<file path="config.mk">
export PLATFORM = sky130hd
export DESIGN_NAME = pcie_tlp_completer_64_flat
export DESIGN_NICKNAME = d
export VERILOG_FILES = /design/src/rtl/pcie_tlp_pkg.sv /design/src/rtl/pcie_tlp_completer_64_if.sv /design/src/rtl/pcie_cpld_tx_64.sv /design/src/rtl/pcie_tlp_completer_64.sv /design/src/flat_wrapper.sv
export SDC_FILE = /design/constraint.sdc
export NUM_CORES = 1
export LEC_CHECK = 0
export BUFFER_PORTS_ARGS = -buffer_cell sky130_fd_sc_hd__buf_2
export CORE_AREA = 2 2 115 117
export CTS_CLUSTER_DIAMETER = 200
export DETAILED_ROUTE_END_ITERATION = 8
export DIE_AREA = 0 0 117 119
export MAX_ROUTING_LAYER = met4
export PLACE_DENSITY_LB_ADDON = 0.15
export SYNTH_ARGS = -nofsm -noshare
export SYNTH_HDL_FRONTEND = slang
export SYNTH_HIERARCHICAL = 1
export SYNTH_SLANG_ARGS = --single-unit
</file>
<file path="constraint.sdc">
create_clock -name user_clk -period 5.6 [get_ports user_clk]
set_clock_uncertainty 0.1 [all_clocks]
set_input_delay 1.12 -clock user_clk [delete_from_list [all_inputs] [get_ports user_clk]]
set_output_delay 1.12 -clock user_clk [all_outputs]
set_load 0.05 [all_outputs]
</file>
<file path="src/rtl/pcie_tlp_pkg.sv">
// Shared types and constants for the 64-bit PCIe target completer.
// Contents: fmt/type codes, header field offsets, FSM state encodings,
// the completion descriptor handed to the TX sequencer, a debug struct,
// and the firstBE -> {byte_count, low2} helper.
package pcie_tlp_pkg;

  // {fmt[1:0], type[4:0]} as found in DW0[30:24]
  localparam logic [6:0] MRD32 = 7'b00_00000;
  localparam logic [6:0] MWR32 = 7'b10_00000;
  localparam logic [6:0] CPLD  = 7'b10_01010;

  // DW0 field offsets
  localparam int FMT_TYPE_LSB = 24;
  localparam int TC_LSB       = 20;
  localparam int ATTR_LSB     = 12;
  localparam int LEN_LSB      = 0;
  // DW1 field offsets
  localparam int REQID_LSB    = 16;
  localparam int TAG_LSB      = 8;
  localparam int FBE_LSB      = 0;

  typedef enum logic [2:0] {
    ST_IDLE, ST_HDR2, ST_RD_ISSUE, ST_RD_WAIT, ST_CPL, ST_DISCARD
  } state_e;

  typedef enum logic [1:0] {TX_IDLE, TX0, TX1} tx_state_e;

  typedef struct packed {
    logic [31:0] dw0;
    logic [31:0] dw1;
    logic [31:0] dw2;
    logic [31:0] rdata;
  } cpl_desc_t;

  typedef struct packed {
    state_e    top;
    tx_state_e tx;
  } dbg_t;

  // firstBE of 0000 is a zero-length read: report 1 byte at offset 0.
  function automatic logic [13:0] be_to_bytecount_lowaddr(input logic [3:0] be);
    logic [1:0] lo;
    logic [1:0] hi;
    logic [2:0] cnt;
    lo = 2'd0;
    hi = 2'd0;
    for (int i = 3; i >= 0; i--) if (be[i]) lo = i[1:0];
    for (int i = 0; i < 4; i++)  if (be[i]) hi = i[1:0];
    cnt = {1'b0, hi} - {1'b0, lo} + 3'd1;
    if (be == 4'b0000) begin
      cnt = 3'd1;
      lo  = 2'd0;
    end
    return {9'd0, cnt, lo};
  endfunction

endpackage

</file>
<file path="src/rtl/pcie_tlp_completer_64_if.sv">
// AXI-stream bundle used for both the RX request and TX completion streams.
// master drives tdata/tkeep/tlast/tvalid/tuser and samples tready;
// slave is the mirror image.
// Handshake: a beat transfers on a rising clock edge where tvalid && tready;
// once tvalid is raised the master holds tdata/tkeep/tlast stable until that
// transfer happens.
interface pcie_tlp_completer_64_if #(
  parameter int DATA_W = 64,
  parameter int USER_W = 22
);
  logic [DATA_W-1:0]   tdata;
  logic [DATA_W/8-1:0] tkeep;
  logic                tlast;
  logic                tvalid;
  logic                tready;
  logic [USER_W-1:0]   tuser;

  modport master (output tdata, tkeep, tlast, tvalid, tuser, input tready);
  modport slave  (input tdata, tkeep, tlast, tvalid, tuser, output tready);
endinterface

</file>
<file path="src/rtl/pcie_cpld_tx_64.sv">
// CplD beat sequencer: emits the two 64-bit beats of a 3DW completion with
// one data DW from a descriptor the parent holds stable while start is high.
// Ports: clk/rst_n, start (level, parent is waiting for a completion),
// desc (completion DWs + read data), tx_buf_av (core TX credits),
// tx (AXI-stream master), done (pulse on final beat accept), state (debug).
module pcie_cpld_tx_64
  import pcie_tlp_pkg::*;
(
  input  logic                           clk,
  input  logic                           rst_n,
  input  logic                           start,
  input  cpl_desc_t                      desc,
  input  logic [5:0]                     tx_buf_av,
  pcie_tlp_completer_64_if.master        tx,
  output logic                           done,
  output tx_state_e                      state
);

  tx_state_e state_q, state_d;

  always_ff @(posedge clk or negedge rst_n) begin
    if (!rst_n) state_q <= TX_IDLE;
    else        state_q <= state_d;
  end

  // Buffer availability is only checked before raising tvalid; once a beat is
  // offered it stays offered until tready, whatever tx_buf_av does.
  always_comb begin
    state_d   = state_q;
    done      = 1'b0;
    tx.tvalid = 1'b0;
    tx.tdata  = '0;
    tx.tkeep  = '0;
    tx.tlast  = 1'b0;
    case (state_q)
      TX_IDLE: if (start && (tx_buf_av != 6'd0)) state_d = TX0;
      TX0: begin
        tx.tvalid = 1'b1;
        tx.tdata  = {desc.dw1, desc.dw0};
        tx.tkeep  = '1;
        if (tx.tready) state_d = TX1;
      end
      TX1: begin
        tx.tvalid = 1'b1;
        tx.tdata  = {desc.rdata, desc.dw2};
        tx.tkeep  = '1;
        tx.tlast  = 1'b1;
        if (tx.tready) begin
          done    = 1'b1;
          state_d = TX_IDLE;
        end
      end
      default: state_d = TX_IDLE;
    endcase
  end

  assign tx.tuser = '0;
  assign state    = state_q;

endmodule

</file>
<file path="src/rtl/pcie_tlp_completer_64.sv">
// Target-side TLP responder for the 7-series PCIe endpoint (64-bit AXIS).
// Accepts single-DW MRd/MWr 3DW TLPs hitting BAR0, drives a register
// read/write port and returns CplD TLPs. Everything else is sunk and flagged
// on ur_drop.
// Ports: user_clk/user_reset_n, m_axis_rx (RX slave), s_axis_tx (TX master),
// tx_buf_av, cfg_* (completer ID), rd_req_*/rd_rsp_* (register read),
// wr_* (register write strobe), ur_drop, dbg (FSM states).
module pcie_tlp_completer_64
  import pcie_tlp_pkg::*;
#(
  parameter int ADDR_WIDTH   = 10,
  parameter int C_DATA_WIDTH = 64
) (
  input  logic                    user_clk,
  input  logic                    user_reset_n,
  pcie_tlp_completer_64_if.slave  m_axis_rx,
  pcie_tlp_completer_64_if.master s_axis_tx,
  input  logic [5:0]              tx_buf_av,
  input  logic [7:0]              cfg_bus_number,
  input  logic [4:0]              cfg_device_number,
  input  logic [2:0]              cfg_function_number,
  output logic                    rd_req_valid,
  output logic [ADDR_WIDTH-1:0]   rd_req_addr,
  input  logic                    rd_req_ready,
  input  logic                    rd_rsp_valid,
  input  logic [31:0]             rd_rsp_data,
  output logic                    wr_valid,
  output logic [ADDR_WIDTH-1:0]   wr_addr,
  output logic [31:0]             wr_data,
  output logic [3:0]              wr_be,
  output logic                    ur_drop,
  output dbg_t                    dbg
);

  if (C_DATA_WIDTH != 64) begin : g_bad_width
    $error("pcie_tlp_completer_64: C_DATA_WIDTH must be 64");
  end

  state_e                state_q, state_d;
  logic                  is_wr_q, is_wr_d;
  logic [2:0]            tc_q, tc_d;
  logic [1:0]            attr_q, attr_d;
  logic [15:0]           reqid_q, reqid_d;
  logic [7:0]            tag_q, tag_d;
  logic [3:0]            be_q, be_d;
  logic [ADDR_WIDTH-1:0] addr_q, addr_d;
  logic [4:0]            la_hi_q, la_hi_d;
  logic [31:0]           rdata_q, rdata_d;
  logic                  rdy_en_q;

  logic [31:0] dw_lo, dw_hi;
  logic        rx_fire, hdr_ok, cpl_done;
  logic [11:0] byte_count;
  logic [1:0]  low2;
  cpl_desc_t   desc;
  tx_state_e   tx_state;
  logic        unused_rx;

  // Beat0 carries DW0/DW1, beat1 carries DW2 (address) / DW3 (write data).
  assign dw_lo   = m_axis_rx.tdata[31:0];
  assign dw_hi   = m_axis_rx.tdata[63:32];
  assign rx_fire = m_axis_rx.tvalid && m_axis_rx.tready;

  // A good header must also not end on beat0, else HDR2 would eat the next TLP.
  assign hdr_ok = ((dw_lo[FMT_TYPE_LSB+:7] == MRD32) || (dw_lo[FMT_TYPE_LSB+:7] == MWR32))
                  && (dw_lo[LEN_LSB+:10] == 10'd1)
                  && m_axis_rx.tuser[2] && !m_axis_rx.tuser[1]
                  && !m_axis_rx.tlast;

  always_comb begin
    state_d  = state_q;
    is_wr_d  = is_wr_q;
    tc_d     = tc_q;
    attr_d   = attr_q;
    reqid_d  = reqid_q;
    tag_d    = tag_q;
    be_d     = be_q;
    addr_d   = addr_q;
    la_hi_d  = la_hi_q;
    rdata_d  = rdata_q;
    wr_valid = 1'b0;
    ur_drop  = 1'b0;
    case (state_q)
      ST_IDLE: if (rx_fire) begin
        if (hdr_ok) begin
          is_wr_d = dw_lo[30];
          tc_d    = dw_lo[TC_LSB+:3];
          attr_d  = dw_lo[ATTR_LSB+:2];
          reqid_d = dw_hi[REQID_LSB+:16];
          tag_d   = dw_hi[TAG_LSB+:8];
          be_d    = dw_hi[FBE_LSB+:4];
          state_d = ST_HDR2;
        end else begin
          ur_drop = 1'b1;
          state_d = m_axis_rx.tlast ? ST_IDLE : ST_DISCARD;
        end
      end
      ST_HDR2: if (rx_fire) begin
        addr_d  = dw_lo[ADDR_WIDTH+1:2];
        la_hi_d = dw_lo[6:2];
        if (!m_axis_rx.tlast)  state_d = ST_DISCARD;
        else if (is_wr_q) begin
          wr_valid = 1'b1;
          state_d  = ST_IDLE;
        end else               state_d = ST_RD_ISSUE;
      end
      ST_RD_ISSUE: if (rd_req_ready) begin
        if (rd_rsp_valid) begin
          rdata_d = rd_rsp_data;
          state_d = ST_CPL;
        end else state_d = ST_RD_WAIT;
      end
      ST_RD_WAIT: if (rd_rsp_valid) begin
        rdata_d = rd_rsp_data;
        state_d = ST_CPL;
      end
      ST_CPL:     if (cpl_done) state_d = ST_IDLE;
      ST_DISCARD: if (rx_fire && m_axis_rx.tlast) state_d = ST_IDLE;
      default:    state_d = ST_IDLE;
    endcase
  end

  always_ff @(posedge user_clk or negedge user_reset_n) begin
    if (!user_reset_n) begin
      state_q  <= ST_IDLE;
      is_wr_q  <= 1'b0;
      tc_q     <= '0;
      attr_q   <= '0;
      reqid_q  <= '0;
      tag_q    <= '0;
      be_q     <= '0;
      addr_q   <= '0;
      la_hi_q  <= '0;
      rdata_q  <= '0;
      rdy_en_q <= 1'b0;
    end else begin
      state_q  <= state_d;
      is_wr_q  <= is_wr_d;
      tc_q     <= tc_d;
      attr_q   <= attr_d;
      reqid_q  <= reqid_d;
      tag_q    <= tag_d;
      be_q     <= be_d;
      addr_q   <= addr_d;
      la_hi_q  <= la_hi_d;
      rdata_q  <= rdata_d;
      rdy_en_q <= 1'b1;
    end
  end

  // rdy_en_q keeps tready low while reset is held even though IDLE accepts.
  assign m_axis_rx.tready = rdy_en_q &&
         ((state_q == ST_IDLE) || (state_q == ST_HDR2) || (state_q == ST_DISCARD));

  assign rd_req_valid = (state_q == ST_RD_ISSUE);
  assign rd_req_addr  = rd_req_valid ? addr_q : '0;
  assign wr_addr      = wr_valid ? dw_lo[ADDR_WIDTH+1:2] : '0;
  assign wr_data      = wr_valid ? dw_hi : '0;
  assign wr_be        = wr_valid ? be_q : '0;

  assign {byte_count, low2} = be_to_bytecount_lowaddr(be_q);

  // TD/EP/AT are zero; completion status is always successful.
  assign desc.dw0   = {1'b0, CPLD, 1'b0, tc_q, 4'b0, 1'b0, 1'b0, attr_q, 2'b00, 10'd1};
  assign desc.dw1   = {cfg_bus_number, cfg_device_number, cfg_function_number,
                       3'b000, 1'b0, byte_count};
  assign desc.dw2   = {reqid_q, tag_q, 1'b0, la_hi_q, low2};
  assign desc.rdata = rdata_q;

  pcie_cpld_tx_64 u_cpld_tx (
    .clk       (user_clk),
    .rst_n     (user_reset_n),
    .start     (state_q == ST_CPL),
    .desc      (desc),
    .tx_buf_av (tx_buf_av),
    .tx        (s_axis_tx),
    .done      (cpl_done),
    .state     (tx_state)
  );

  assign dbg.top = state_q;
  assign dbg.tx  = tx_state;

  assign unused_rx = ^{m_axis_rx.tkeep, m_axis_rx.tuser, m_axis_rx.tdata};

endmodule

</file>
<file path="src/flat_wrapper.sv">
// flat-port wrapper written by rule: the top's interface ports become plain ports
module pcie_tlp_completer_64_flat import pcie_tlp_pkg::*;
#(
  parameter int ADDR_WIDTH   = 10,
  parameter int C_DATA_WIDTH = 64
)
  (user_clk, user_reset_n, tx_buf_av, cfg_bus_number, cfg_device_number, cfg_function_number, rd_req_valid, rd_req_addr, rd_req_ready, rd_rsp_valid, rd_rsp_data, wr_valid, wr_addr, wr_data, wr_be, ur_drop, dbg, m_axis_rx_tdata, m_axis_rx_tkeep, m_axis_rx_tlast, m_axis_rx_tvalid, m_axis_rx_tuser, m_axis_rx_tready, s_axis_tx_tdata, s_axis_tx_tkeep, s_axis_tx_tlast, s_axis_tx_tvalid, s_axis_tx_tuser, s_axis_tx_tready);
  pcie_tlp_completer_64_if #(.DATA_W(64), .USER_W(22)) m_axis_rx_i ();
  pcie_tlp_completer_64_if #(.DATA_W(64), .USER_W(4)) s_axis_tx_i ();
  input  logic user_clk;
  input  logic user_reset_n;
  input  logic [5:0] tx_buf_av;
  input  logic [7:0] cfg_bus_number;
  input  logic [4:0] cfg_device_number;
  input  logic [2:0] cfg_function_number;
  output logic rd_req_valid;
  output logic [ADDR_WIDTH-1:0] rd_req_addr;
  input  logic rd_req_ready;
  input  logic rd_rsp_valid;
  input  logic [31:0] rd_rsp_data;
  output logic wr_valid;
  output logic [ADDR_WIDTH-1:0] wr_addr;
  output logic [31:0] wr_data;
  output logic [3:0] wr_be;
  output logic ur_drop;
  output dbg_t dbg;
  input wire logic [$bits(m_axis_rx_i.tdata)-1:0] m_axis_rx_tdata;
  input wire logic [$bits(m_axis_rx_i.tkeep)-1:0] m_axis_rx_tkeep;
  input wire logic [$bits(m_axis_rx_i.tlast)-1:0] m_axis_rx_tlast;
  input wire logic [$bits(m_axis_rx_i.tvalid)-1:0] m_axis_rx_tvalid;
  input wire logic [$bits(m_axis_rx_i.tuser)-1:0] m_axis_rx_tuser;
  output wire logic [$bits(m_axis_rx_i.tready)-1:0] m_axis_rx_tready;
  output wire logic [$bits(s_axis_tx_i.tdata)-1:0] s_axis_tx_tdata;
  output wire logic [$bits(s_axis_tx_i.tkeep)-1:0] s_axis_tx_tkeep;
  output wire logic [$bits(s_axis_tx_i.tlast)-1:0] s_axis_tx_tlast;
  output wire logic [$bits(s_axis_tx_i.tvalid)-1:0] s_axis_tx_tvalid;
  output wire logic [$bits(s_axis_tx_i.tuser)-1:0] s_axis_tx_tuser;
  input wire logic [$bits(s_axis_tx_i.tready)-1:0] s_axis_tx_tready;
  assign m_axis_rx_i.tdata = m_axis_rx_tdata;
  assign m_axis_rx_i.tkeep = m_axis_rx_tkeep;
  assign m_axis_rx_i.tlast = m_axis_rx_tlast;
  assign m_axis_rx_i.tvalid = m_axis_rx_tvalid;
  assign m_axis_rx_i.tuser = m_axis_rx_tuser;
  assign m_axis_rx_tready = m_axis_rx_i.tready;
  assign s_axis_tx_tdata = s_axis_tx_i.tdata;
  assign s_axis_tx_tkeep = s_axis_tx_i.tkeep;
  assign s_axis_tx_tlast = s_axis_tx_i.tlast;
  assign s_axis_tx_tvalid = s_axis_tx_i.tvalid;
  assign s_axis_tx_tuser = s_axis_tx_i.tuser;
  assign s_axis_tx_i.tready = s_axis_tx_tready;
  pcie_tlp_completer_64 #(.ADDR_WIDTH(ADDR_WIDTH), .C_DATA_WIDTH(C_DATA_WIDTH)) u_core (.user_clk(user_clk), .user_reset_n(user_reset_n), .m_axis_rx(m_axis_rx_i), .s_axis_tx(s_axis_tx_i), .tx_buf_av(tx_buf_av), .cfg_bus_number(cfg_bus_number), .cfg_device_number(cfg_device_number), .cfg_function_number(cfg_function_number), .rd_req_valid(rd_req_valid), .rd_req_addr(rd_req_addr), .rd_req_ready(rd_req_ready), .rd_rsp_valid(rd_rsp_valid), .rd_rsp_data(rd_rsp_data), .wr_valid(wr_valid), .wr_addr(wr_addr), .wr_data(wr_data), .wr_be(wr_be), .ur_drop(ur_drop), .dbg(dbg));
endmodule
</file>
### Word level (Yosys, flattened, before mapping)

Cells that the tools add are included.

* input port bits: 155
* output and inout bits: 143
* register bits after elaboration: 87
* word-level logic and storage cells: 102

* multiplexer cells: 45
* equal/unequal tests: 18
* reduce and logical (&&, ||, !) cells: 25
* $add $sub $neg: 2

Operators by type and width (number)
* 64-bit one-hot mux with 2 select lines: 1
* 32-bit 2-to-1 mux: 3
* 32-bit one-hot mux with 2 select lines: 1
* 3-bit 2-to-1 mux: 11
* 2-bit 2-to-1 mux: 11
* 10-bit 2-to-1 mux: 2
* 3-bit one-hot mux with 6 select lines: 1
* 1-bit 2-to-1 mux: 12
* 10-bit by 1-bit == test with 1-bit output (second input constant): 1
* 2-bit inequality test (second input constant): 5
* 1-bit logical AND: 8
* 8-bit 2-to-1 mux: 1
* 2-bit by 1-bit inequality test with 1-bit output (second input constant): 4
* 7-bit == test (second input constant): 1
* 7-bit logical NOT: 1
* 3-bit by 2-bit == test with 1-bit output (second input constant): 2
* 3-bit == test (second input constant): 2
* 2-bit one-hot mux with 3 select lines: 1
* 3-bit AND reduction: 2
* 6-bit AND reduction: 1
* 6-bit nonzero test: 1
* 4-bit logical NOT: 1
* 4-bit 2-to-1 mux: 1
* 2-bit AND reduction: 2
* other kinds (11): 14

### Longest topological paths before layout

* depth in word-level cells: 9
* gate-level depth with buffers: 9
* depth with buffers taken out: 9

### Hierarchy

Netlist, hierarchy kept.

Modules (own cells, without submodules)
* pcie_tlp_completer_64: area an instance 3679.8 sq um, times used 1, seq. area each 2001.9 sq um, cells each 290
* pcie_cpld_tx_64: area an instance 1265.0 sq um, times used 1, seq. area each 50.0 sq um, cells each 180

### Least setup slack after synthesis

OpenSTA, ideal clock, no wires.

* path kind: input-to-output
* start point: input m_axis_rx_tvalid
* end point: output wr_be[0]
* buffers on the path: 1
* setup slack: 1.540 ns
* stages: 5
* data arrival time: 2.840 ns
* data required time: 4.380 ns
* cells stage by stage: and2_1 -> nand3_1 -> nor2_1 -> clkbuf_1 -> and2_1

* cells in the longest elaborated chain, start to end: 4

RTL lines
* from (decl): line flat_wrapper.sv:30 `input wire logic [$bits(m_axis_rx_i.tvalid)-1:0] m_axis_rx_tvalid;`
* 1-bit logical AND: line pcie_tlp_completer_64.sv:62 `assign rx_fire = m_axis_rx.tvalid && m_axis_rx.tready;`
* 1-bit 2-to-1 mux: line pcie_tlp_completer_64.sv:98 `ST_HDR2: if (rx_fire) begin`
* 1-bit 2-to-1 mux: line pcie_tlp_completer_64.sv:83 `case (state_q)`
* via wr_valid: line flat_wrapper.sv:21 `output logic wr_valid;`
* 4-bit 2-to-1 mux: line pcie_tlp_completer_64.sv:159 `assign wr_be = wr_valid ? be_q : '0;`
* to (decl): line flat_wrapper.sv:24 `output logic [3:0] wr_be;`

The timed path passes the listed nets, and every way through them passes these cells.

### Worst setup path in the final report

* start point: input m_axis_rx_tvalid
* end point: output wr_be[1]

* cells in the longest elaborated chain, start to end: 4

RTL lines (line)
* 1-bit logical AND: pcie_tlp_completer_64.sv:62
* 1-bit 2-to-1 mux: pcie_tlp_completer_64.sv:98
* 1-bit 2-to-1 mux: pcie_tlp_completer_64.sv:83
* 4-bit 2-to-1 mux: pcie_tlp_completer_64.sv:159

Every way passes these cells.

==> flow_summary.yaml <==
final_layout:
  fin_cells: 916
  final_common_cell: "buf_2"
  area_growth_pct: 34.9
  fillers: 1184
  layout-drive-gt1-share_pct: 48.2
  final_nets: 899
  antennaDiodeCount: 0
  mostFrequentLayoutCells: "255 x buf_2, 82 x dfrtp_1, 73 x mux2_2, 68 x nor2b_1, 64 x a22oi_1"
sta:
  whs_ns: 0.386
  period_minus_slack_ns: 4.17
  hold_viol_final: 0
  finalCritPeriodShare_pct: 74.5
  worst_slew_pin_slew_ns: 1.06
  rsz0062_at_grt: "no"
  finalSetupViolCount: 0
  fmax_mhz: 240
  slew_headroom_pct: 29.5
  fin_setup_tns_ns: 0
  drv_slew: 0
clock_network:
  clk-insertion-delay-late_ns: 0.33
  cts.htree.levels: 3
  clk_pin_slew_worst_paths_ns: 0.05
  root_buffer: "clkbuf_16"
  cts_inserted_buffers: 9
  cts_tree: "yes"
  cts_setup_buffers: 0
  post_cts_resized: 0
  clock_sinks: 82
  clock_path_buffers: 2
  hold_buffers: 0
power:
  power_density_nw_per_um2: 440
  ir_worst_vdd_v: 0.000589
  intPower_mw: 1.50
  switchingPower_mw: 1.43
  swShare_pct: 48.8
  p_clk_share_pct: 19.1
  pwr-share-comb_pct: 54.9
  pwr-share-seq_pct: 26.0
  power_leakage_nw: 3.57
critical_path:
  cp-startpoint: "m_axis_rx_tvalid"
  critPathSlowestCell: "nand3_1"
  cp_top_family: "simple AND/OR/NAND/NOR gates"
  arrival_ns: 2.95
  slowest_delay_ns: 0.49
  crit_type: "in -> out"
  path_buf_inv: 3
  critPathMaxFanout: 46
  rr_startpoint: "u_core/u_cpld_tx/state[1]$_DFFE_PN0P_"
  cp-end-kind: "output pin"
  required_ns: 4.38
  cp_cell_sequence: "buf_2 -> and2_1 -> nand3_1 -> nor2_2 -> buf_4 -> and2_1 -> buf_2"
  start_kind: "input port"
detailed_routing:
  vias: 4357
  wire_per_inst_um: 14.5
  vias_per_cell: 4.76
  drc: 0
  drt_wl_total_mm: 13.3
  dr.pass1.iters: 4
  drt_iter0_markers: 162
  antenna_left: 0
floorplanning:
  dieWidth_um: 117
  start_util_pct: 38.4
  io_pins: 298
  rows: 42
  core_um2: 12900
  dieArea_um2: 13900
  dieHeight_um: 119
placement:
  port_buffers: 256
  place_hpwl_mm: 9.42
  gp_congestion: 0.774
  numPlacedInstances: 902
hold_path:
  worstHoldStart: "u_core/tc_q[1]$_DFFE_PN0P_"
  hold_path_class: "reg -> reg"
global_route:
  grt_pass1_wl_mm: 20.9
  grt_util_all_layers_pct: 19.5
  antenna_found_initial: 0
  grt_start_max_net_pins: 83
  grt_pass1_vias: 4267
  grt-ovfl-total: 0
run_status:
  status: "completed"
synthesis:
  synthFlopType: "dfrtp_1"
  synth_edf_count: 0
  ys_seq_area_share_pct: 41.5
  ys_types: 42
  synth_top_area_cell: "dfrtp_1"
  avgSynthCellArea_um2: 10.5
  yosysWarnings: 6
  yosys-top-cells-area: "dfrtp_1 41%, mux2_2 17%, a22oi_1 9.7%, nor2b_1 8.6%, and2_1 7.2%"
  ys_seq_elements: 82
  synthArstFlopShare_pct: 100
  synthCells: 470
  synth_area_um2: 4940
  synth_top_area_share_pct: 41.5
job:
  maxCapViolCount: 0
## final timing paths
| check | slack [ns] | depth (start not counted) | endpoint |
|---|---|---|---|
| setup / recovery | 1.43 | 7 | wr_be[1] |
| hold / removal | 0.39 | 1 | u_core/tc_q[1]$_DFFE_PN0P_ |
| setup reg to reg | 3.12 | 6 | u_core/u_cpld_tx/state[1]$_DFFE_PN0P_ |
| hold reg to reg | 0.39 | 1 | u_core/tc_q[1]$_DFFE_PN0P_ |
| max in group asynchronous | 3.85 | 1 | u_core/attr_q[0]$_DFFE_PN0P_ |
| min in group asynchronous | 0.90 | 1 | u_core/rdata_q[22]$_DFFE_PN0P_ |
## cell type report
class | instances | area, um^2 | area share (%)
inverter | 7 | 26.3 | 0.394
tap | 176 | 220 | 3.30
sequential | 82 | 2050 | 30.8
clock inverter | 4 | 45.0 | 0.675
timing repair buffer | 261 | 1320 | 19.8
clock buffer | 10 | 229 | 3.43
multi-input combinational | 376 | 2780 | 41.6
## state kept, by name, summed over array words and instances, names as in the netlist, 2 cells and up
signal	count
u_core/tc_q	3
u_core/addr_q	10
u_core/attr_q	2
u_core/u_cpld_tx/state	2
u_core/rdata_q	32
u_core/be_q	4
u_core/state_q	3
u_core/reqid_q	16
u_core/tag_q	8
## cells in the mapped netlist (3+ instances only)
cell type / n
nor3_1: 4
nor4_1: 5
inv_1: 7
and2_1: 57
nor2_1: 13
mux2_2: 73
ha_1: 7
nand2_1: 3
clkbuf_1: 15
conb_1: 3
a22oi_1: 64
o21ai_0: 3
dfrtp_1: 82
buf_2: 18
buf_4: 12
mux2_1: 4
nor2b_1: 68
buf_6: 3
## power groups by stage
stage,Sequential (mW),Clock (mW),Combinational [mW]
after floorplan,0.785,0,1.31
after global placement,0.765,0,1.61
after detailed placement,0.770,0,1.63
after CTS,0.761,0.580,1.63
after global routing,0.776,0.605,1.72
final,0.763,0.561,1.61
## per-stage QoR
stage	cell area (um^2)	total power, mW	util [%]	worst slack, ns
after floorplan	5110	2.09	-	1.54
after global placement	6390	2.38	49.7	1.50
after detailed placement	6390	2.40	49.7	1.45
after CTS	6670	2.97	51.8	1.44
after global routing	6670	3.10	51.8	1.31
final	6670	2.93	51.8	1.43
## kinds of logic after synthesis
family	after synthesis	share of synthesized area, %
and+or+nand+nor	161	20.0
AOI/OAI and AO/OA	84	12.8
DFF	82	41.5
muxes	77	17.5
buffers and inverters	55	6.00
adders and majority gates	7	1.77
other	3	0.228
xor gates and xnor gates	1	0.177
## metal layers
layer / wire (um) / up-vias / track usage [%] / share of wire (%)
met5: 0 / - / - / 0
met4: 174 / 0 / 5.66 / 1.3
met3: 765 / 11 / 3.56 / 5.7
met2: 6590 / 165 / 32.9 / 49
met1: 5790 / 2053 / 23.9 / 43
li1: - / 2128 / - / -
## worst register-to-register path, cell delays in order (launching register included)
cell and delay, ns:
dfrtp_1 0.40, inv_1 0.11, ha_2 0.77, buf_4 0.40
o21ba_1 0.21, a311oi_1 0.06, mux2_1 0.32
Power figures use the tool's default switching activity.
